**config.mk**
```make
export PLATFORM = sky130hd
export DESIGN_NAME = tcm_ctrl_flat
export DESIGN_NICKNAME = d
export VERILOG_FILES = /design/src/rtl/tcm_ctrl_pkg.sv /design/src/rtl/tcm_ctrl_if.sv /design/src/rtl/tcm_ctrl.sv /design/src/flat_wrapper.sv
export SDC_FILE = /design/constraint.sdc
export NUM_CORES = 1
export LEC_CHECK = 0
export CAP_MARGIN = 10
export CORE_MARGIN = 5
export CORE_UTILIZATION = 21
export CTS_BUF_LIST = sky130_fd_sc_hd__clkbuf_4 sky130_fd_sc_hd__clkbuf_8 sky130_fd_sc_hd__clkbuf_16
export CTS_CLUSTER_DIAMETER = 40
export DETAILED_ROUTE_END_ITERATION = 6
export PLACE_DENSITY = 0.84
export SLEW_MARGIN = 5
export SYNTH_ARGS = -nofsm -noshare
export SYNTH_HDL_FRONTEND = slang
export SYNTH_SLANG_ARGS = --single-unit
```
**constraint.sdc**
```tcl
create_clock -name clk -period 4.5 [get_ports clk]
set_clock_uncertainty 0.1 [all_clocks]
set_input_delay 1.35 -clock clk [delete_from_list [all_inputs] [get_ports clk]]
set_output_delay 1.35 -clock clk [all_outputs]
set_load 0.02 [all_outputs]
```
**src/rtl/tcm_ctrl_pkg.sv**
```systemverilog
// ============================================================================
// Module : tcm_ctrl_pkg
// Brief  : Shared FSM encodings, word-offset constant and response-info type
//          for the TCM bus controller.
// Rev    : 1.0
// ============================================================================
`default_nettype none

package tcm_ctrl_pkg;

   localparam logic [0:0]  TCM_IDLE     = 1'b0;
   localparam logic [0:0]  TCM_RSP      = 1'b1;
   localparam int unsigned TCM_WORD_OFS = 2;

   typedef struct packed {
      logic wr;
      logic err;
   } tcm_rsp_info_t;

endpackage

`default_nettype wire

```
**src/rtl/tcm_ctrl_if.sv**
```systemverilog
// ============================================================================
// Module : tcm_ctrl_if
// Brief  : Command/response valid-ready bus between a requester (master) and
//          the TCM controller (slave).
// Rev    : 1.0
// ============================================================================
`default_nettype none

interface tcm_ctrl_if #(
   parameter int AW = 32,
   parameter int DW = 32,
   parameter int MW = 4
) ();

   logic          cmd_valid;
   logic          cmd_ready;
   logic          cmd_write;
   logic [AW-1:0] cmd_addr;
   logic [DW-1:0] cmd_wdata;
   logic [MW-1:0] cmd_wmask;
   logic          rsp_valid;
   logic          rsp_ready;
   logic [DW-1:0] rsp_rdata;
   logic          rsp_err;

   modport master (
      output cmd_valid, cmd_write, cmd_addr, cmd_wdata, cmd_wmask, rsp_ready,
      input  cmd_ready, rsp_valid, rsp_rdata, rsp_err
   );

   modport slave (
      input  cmd_valid, cmd_write, cmd_addr, cmd_wdata, cmd_wmask, rsp_ready,
      output cmd_ready, rsp_valid, rsp_rdata, rsp_err
   );

endinterface

`default_nettype wire

```
**src/rtl/tcm_ctrl.sv**
```systemverilog
// ============================================================================
// Module : tcm_ctrl
// Brief  : Single-outstanding valid/ready controller in front of a 1-cycle
//          single-port TCM SRAM. Optional range check: TCM_CTRL_ADDR_CHK_EN.
// Rev    : 1.0
// ============================================================================
`default_nettype none

module tcm_ctrl
   import tcm_ctrl_pkg::*;
#(
   parameter int DP  = 512,
   parameter int DW  = 32,
   parameter int MW  = 4,
   parameter int AW  = 32,
   parameter int RAW = 9
) (
   input  wire logic           clk,
   input  wire logic           rst,
   tcm_ctrl_if.slave           bus,
   output logic [RAW-1:0]      ram_addr,
   output logic [DW-1:0]      ram_din,
   output logic                ram_we,
   output logic [MW-1:0]       ram_wem,
   input  wire logic [DW-1:0] ram_dout
);

   logic [0:0]     r_state;
   logic [0:0]     w_state_nxt;
   logic [RAW-1:0] r_addr_q;
   tcm_rsp_info_t  r_info;
   logic           w_acc;
   logic           w_oor;
   logic           w_rsp_valid;
   logic [RAW-1:0] w_cmd_word;
   logic           w_unused;

   assign w_cmd_word = bus.cmd_addr[RAW+TCM_WORD_OFS-1:TCM_WORD_OFS];
   assign w_unused   = ^{bus.cmd_addr[TCM_WORD_OFS-1:0], bus.cmd_addr[AW-1:RAW+TCM_WORD_OFS]};

`ifdef TCM_CTRL_ADDR_CHK_EN
   assign w_oor = ({2'b00, bus.cmd_addr[AW-1:TCM_WORD_OFS]} >= AW'(DP));
`else
   assign w_oor = 1'b0;
`endif

   assign w_rsp_valid   = (r_state == TCM_RSP);
   assign bus.cmd_ready = ~rst & (~w_rsp_valid | bus.rsp_ready);
   assign w_acc         = bus.cmd_valid & bus.cmd_ready;

   // Holding the last address keeps the RAM re-reading the same word, so
   // read data stays stable while the response is stalled.
   assign ram_addr = w_acc ? w_cmd_word : r_addr_q;
   assign ram_din  = bus.cmd_wdata;
   assign ram_wem  = bus.cmd_wmask;
   assign ram_we   = w_acc & bus.cmd_write & ~w_oor;

   assign bus.rsp_valid = w_rsp_valid;
   assign bus.rsp_err   = r_info.err;
   assign bus.rsp_rdata = (w_rsp_valid & ~r_info.wr & ~r_info.err) ? ram_dout : '0;

   always_comb begin
      w_state_nxt = r_state;
      if (w_acc) begin
         w_state_nxt = TCM_RSP;
      end else if (w_rsp_valid && bus.rsp_ready) begin
         w_state_nxt = TCM_IDLE;
      end
   end

   always_ff @(posedge clk or posedge rst) begin
      if (rst) begin
         r_state    <= TCM_IDLE;
         r_addr_q   <= '0;
         r_info.wr  <= 1'b0;
         r_info.err <= 1'b0;
      end else begin
         r_state <= w_state_nxt;
         if (w_acc) begin
            r_addr_q   <= w_cmd_word;
            r_info.wr  <= bus.cmd_write;
            r_info.err <= w_oor;
         end
      end
   end

endmodule

`default_nettype wire

```
**src/flat_wrapper.sv**
```systemverilog
// flat-port wrapper written by rule: the top's interface ports become plain ports
module tcm_ctrl_flat import tcm_ctrl_pkg::*;
#(
   parameter int DP  = 512,
   parameter int DW  = 32,
   parameter int MW  = 4,
   parameter int AW  = 32,
   parameter int RAW = 9
)
  (clk, rst, ram_addr, ram_din, ram_we, ram_wem, ram_dout, bus_cmd_valid, bus_cmd_write, bus_cmd_addr, bus_cmd_wdata, bus_cmd_wmask, bus_rsp_ready, bus_cmd_ready, bus_rsp_valid, bus_rsp_rdata, bus_rsp_err);
  tcm_ctrl_if #(.AW(AW), .DW(DW), .MW(MW)) bus_i ();
  input  wire logic clk;
  input  wire logic rst;
  output logic [RAW-1:0] ram_addr;
  output logic [DW-1:0] ram_din;
  output logic ram_we;
  output logic [MW-1:0] ram_wem;
  input  wire logic [DW-1:0] ram_dout;
  input wire logic [$bits(bus_i.cmd_valid)-1:0] bus_cmd_valid;
  input wire logic [$bits(bus_i.cmd_write)-1:0] bus_cmd_write;
  input wire logic [$bits(bus_i.cmd_addr)-1:0] bus_cmd_addr;
  input wire logic [$bits(bus_i.cmd_wdata)-1:0] bus_cmd_wdata;
  input wire logic [$bits(bus_i.cmd_wmask)-1:0] bus_cmd_wmask;
  input wire logic [$bits(bus_i.rsp_ready)-1:0] bus_rsp_ready;
  output wire logic [$bits(bus_i.cmd_ready)-1:0] bus_cmd_ready;
  output wire logic [$bits(bus_i.rsp_valid)-1:0] bus_rsp_valid;
  output wire logic [$bits(bus_i.rsp_rdata)-1:0] bus_rsp_rdata;
  output wire logic [$bits(bus_i.rsp_err)-1:0] bus_rsp_err;
  assign bus_i.cmd_valid = bus_cmd_valid;
  assign bus_i.cmd_write = bus_cmd_write;
  assign bus_i.cmd_addr = bus_cmd_addr;
  assign bus_i.cmd_wdata = bus_cmd_wdata;
  assign bus_i.cmd_wmask = bus_cmd_wmask;
  assign bus_i.rsp_ready = bus_rsp_ready;
  assign bus_cmd_ready = bus_i.cmd_ready;
  assign bus_rsp_valid = bus_i.rsp_valid;
  assign bus_rsp_rdata = bus_i.rsp_rdata;
  assign bus_rsp_err = bus_i.rsp_err;
  tcm_ctrl #(.DP(DP), .DW(DW), .MW(MW), .AW(AW), .RAW(RAW)) u_core (.clk(clk), .rst(rst), .bus(bus_i), .ram_addr(ram_addr), .ram_din(ram_din), .ram_we(ram_we), .ram_wem(ram_wem), .ram_dout(ram_dout));
endmodule
```
==> summary.md <==
| Metric | Value |
|---|---|
| Crit. End Element | `primary output` |
| RSZ-0062 raised after global routing | `no` |
| Min-Delay Path Class | `reg2reg` |
| YS warnings | `0` |
| Worst skew pair latency | `between 0.2 and 0.25 ns` |
| Crit-path max FO | `3` |
| Crit path time final | `approximately 4.4 ns` |
| Chip Height | `around 77 um` |
| Port bufs | `roughly 90` |
| Worst EP required | `3.05 ns` |
| 1st-pass router iterations | `2` |
| Critical path origin | `rst` |
| Die width | `77.2 um` |
| Synth Instances | `102` |
| Util after Layout | `between 30% and 40%` |
| TritonCTS buffer count | `3` |
| Core area | `around 0.0044 mm2` |
| CTS tree | `built` |
| Period utilisation layout | `a little over nine tenths` |
| Worst-case clock buffer depth | `2` |
| Num Clock Sinks | `11` |
| Clock transition at path regs | `around 0.050 ns` |
| Post-Syn Area | `roughly 950 um2` |
| Reg2reg setup slack | `3.28 ns` |
| Status | `completed` |
| Post-CTS setup buffer count | `0` |
| Syn_nets | `about 210` |
| Vias in the first global route | `approximately 890` |
| DP Wirelength | `~2400 um` |
| Post-CTS resize count | `0` |
| Clk Tree Root Cell | `clkbuf_8` |
| Worst-Margin Slew | `between 0.7 and 0.8 ns` |
| Post-CTS Hold Fix Bufs | `0` |
| Final Max Slew Viols | `0` |
| Slew margin rel. | `51.4%` |
| FF-to-FF End | `u_core.r_addr_q[1]` |
| Sequential share of the synthesized area | `29.0%` |
| PD cells | `258 mW/mm2` |
| Layout area overhead | `78.9%` |
| Grt ovf | `0` |
| Global-route wire length before repair | `about 4300 um` |
| Most common cell after layout, fill and taps aside | `clkdlybuf4s50_1` |
| Peak supply drop | `around 190 uV` |
| H-tree levels | `1` |
| CP endpoint | `ram_we` |
| RD Place Congestion | `about 0.70` |
| Top Ports | `between 150 and 200` |
| Total track usage | `a little under a tenth` |
| Reg2Reg Launch Point | `u_core.bus.rsp_valid` |
| Wire per inst | `about 14 um` |
| Reg2Reg Depth | `3` |
| Setup TNS | `0 ns` |
| # DRC | `0` |
| Final WL | `2860 um` |
| Via count | `845` |
| Post-synth cell types | `13` |
| Fin. Hold Viols | `0` |
| Post-synthesis register bit count | `11` |
| Maxcap violations | `0` |
| DR vias/cell | `about 4` |
| Placement Rows | `24` |
| Max Clk Rate | `about 230 MHz` |
| Path type of the worst setup path | `in2out` |
| Fin nets | `between 200 and 300` |
| Worst Path Arrival | `2.94 ns` |
| Leak pwr | `approximately 0.76 nW` |
| Initial antenna violation count | `0` |
| Diode count | `0` |
| Final setup fails | `0` |
| Avg Inst Size Synth | `9.31 um2` |
| Full die area | `0.00597 mm2` |
| Crit path launch type | `primary input` |
| # fillers | `between 400 and 500` |
| Largest net degree at the start of global routing | `33` |
| Most frequent cells in the layout | `clkdlybuf4s50_1 (80), and2_1 (32), dfrtp_1 (11), mux2_2 (10), dlymetal6s2s_1 (9)` |
| Initial Util | `a little over a fifth` |
| DRT iter0 DRCs | `5` |
| Antenna viol nets, final | `0` |
| Layout cell share with drive strength beyond 1 | `12.1%` |
[registers in the layout, summed over array words and instances (netlist names)]
register              cells
u_core.bus.rsp_valid      1
u_core.r_addr_q           9
u_core.r_info             1
[worst max-delay path: stages]
cell and delay (ns):
clkdlybuf4s50_1 0.48, inv_1 0.09, buf_4 0.14, and2_2 0.16, and3_1 0.17, clkdlybuf4s50_1 0.55
[stage by stage]
stage,worst slack [ns],cell area (um2),hold slack [ns],total power [mW],instances
floorplan,0.819,950,0.372,0.268,102
global placement,0.0479,1630,0.378,0.336,205
detailed placement,0.0365,1630,0.382,0.340,205
CTS,0.0363,1680,0.393,0.451,209
global route,0.0406,1700,0.412,0.466,209
finish,0.106,1700,0.388,0.438,209
[report_power, final]
part | switching (mW) | leakage (nW) | total, mW | internal (mW)
combinational | 0.0920 | 0.604 | 0.210 | 0.119
sequential | 0.00467 | 0.130 | 0.121 | 0.116
clock | 0.0381 | 0.0262 | 0.106 | 0.0683
total | 0.135 | 0.760 | 0.438 | 0.303
[routing by layer]
metal / GRT usage (%) / up-vias / share of wire (%)
li1: - / 385 / -
met2: 12.9 / 90 / 44
met5: 0 / - / 0
met3: 7.85 / 9 / 21
met1: 9.19 / 361 / 33
met4: 4.81 / 0 / 2.1
[how the worst min path moves through the flow]
stage                       startpoint                  to  slack (ns)  cells after the start
global route        u_core.r_addr_q[6]  u_core.r_addr_q[6]        0.41                      1
global placement    u_core.r_addr_q[5]  u_core.r_addr_q[5]        0.38                      1
floorplan             u_core.r_info[1]    u_core.r_info[1]        0.37                      1
detailed placement  u_core.r_addr_q[3]  u_core.r_addr_q[3]        0.38                      1
finish              u_core.r_addr_q[3]  u_core.r_addr_q[3]        0.39                      1
CTS                 u_core.r_addr_q[3]  u_core.r_addr_q[3]        0.39                      1
[Yosys cell counts, drive strengths merged]
cell	n	area, um2
nand3	1	17.5
nand2b	1	13.8
and2	33	208
and3	1	6.26
inv	2	7.51
o21ai	1	5.00
dfrtp	11	275
clkbuf	3	15.0
mux2	10	113
and2b	1	7.51
conb	1	3.75
buf	37	278
[final cells by class]
cell class	instances	area, um2	share of cell area (%)
clock buffer	4	48.8	2.87
timing repair buffer	91	928	54.6
multi-input combinational	49	374	22.0
sequential	11	275	16.2
tap	52	65.1	3.83
inverter	2	7.51	0.442
[logic make-up (layout without fill, tap and decap cells)]
| kind of cell | after synthesis | after routing | share of synthesized area [%] |
|---|---|---|---|
| compound gates | 1 | 1 | 0.527 |
| buf+inv | 42 | 97 | 31.6 |
| flops | 11 | 11 | 29.0 |
| mux | 10 | 10 | 11.9 |
| other cells | 1 | 1 | 0.395 |
| simple gates | 37 | 37 | 26.6 |
Note: power is estimated with default switching activity, not from simulation.
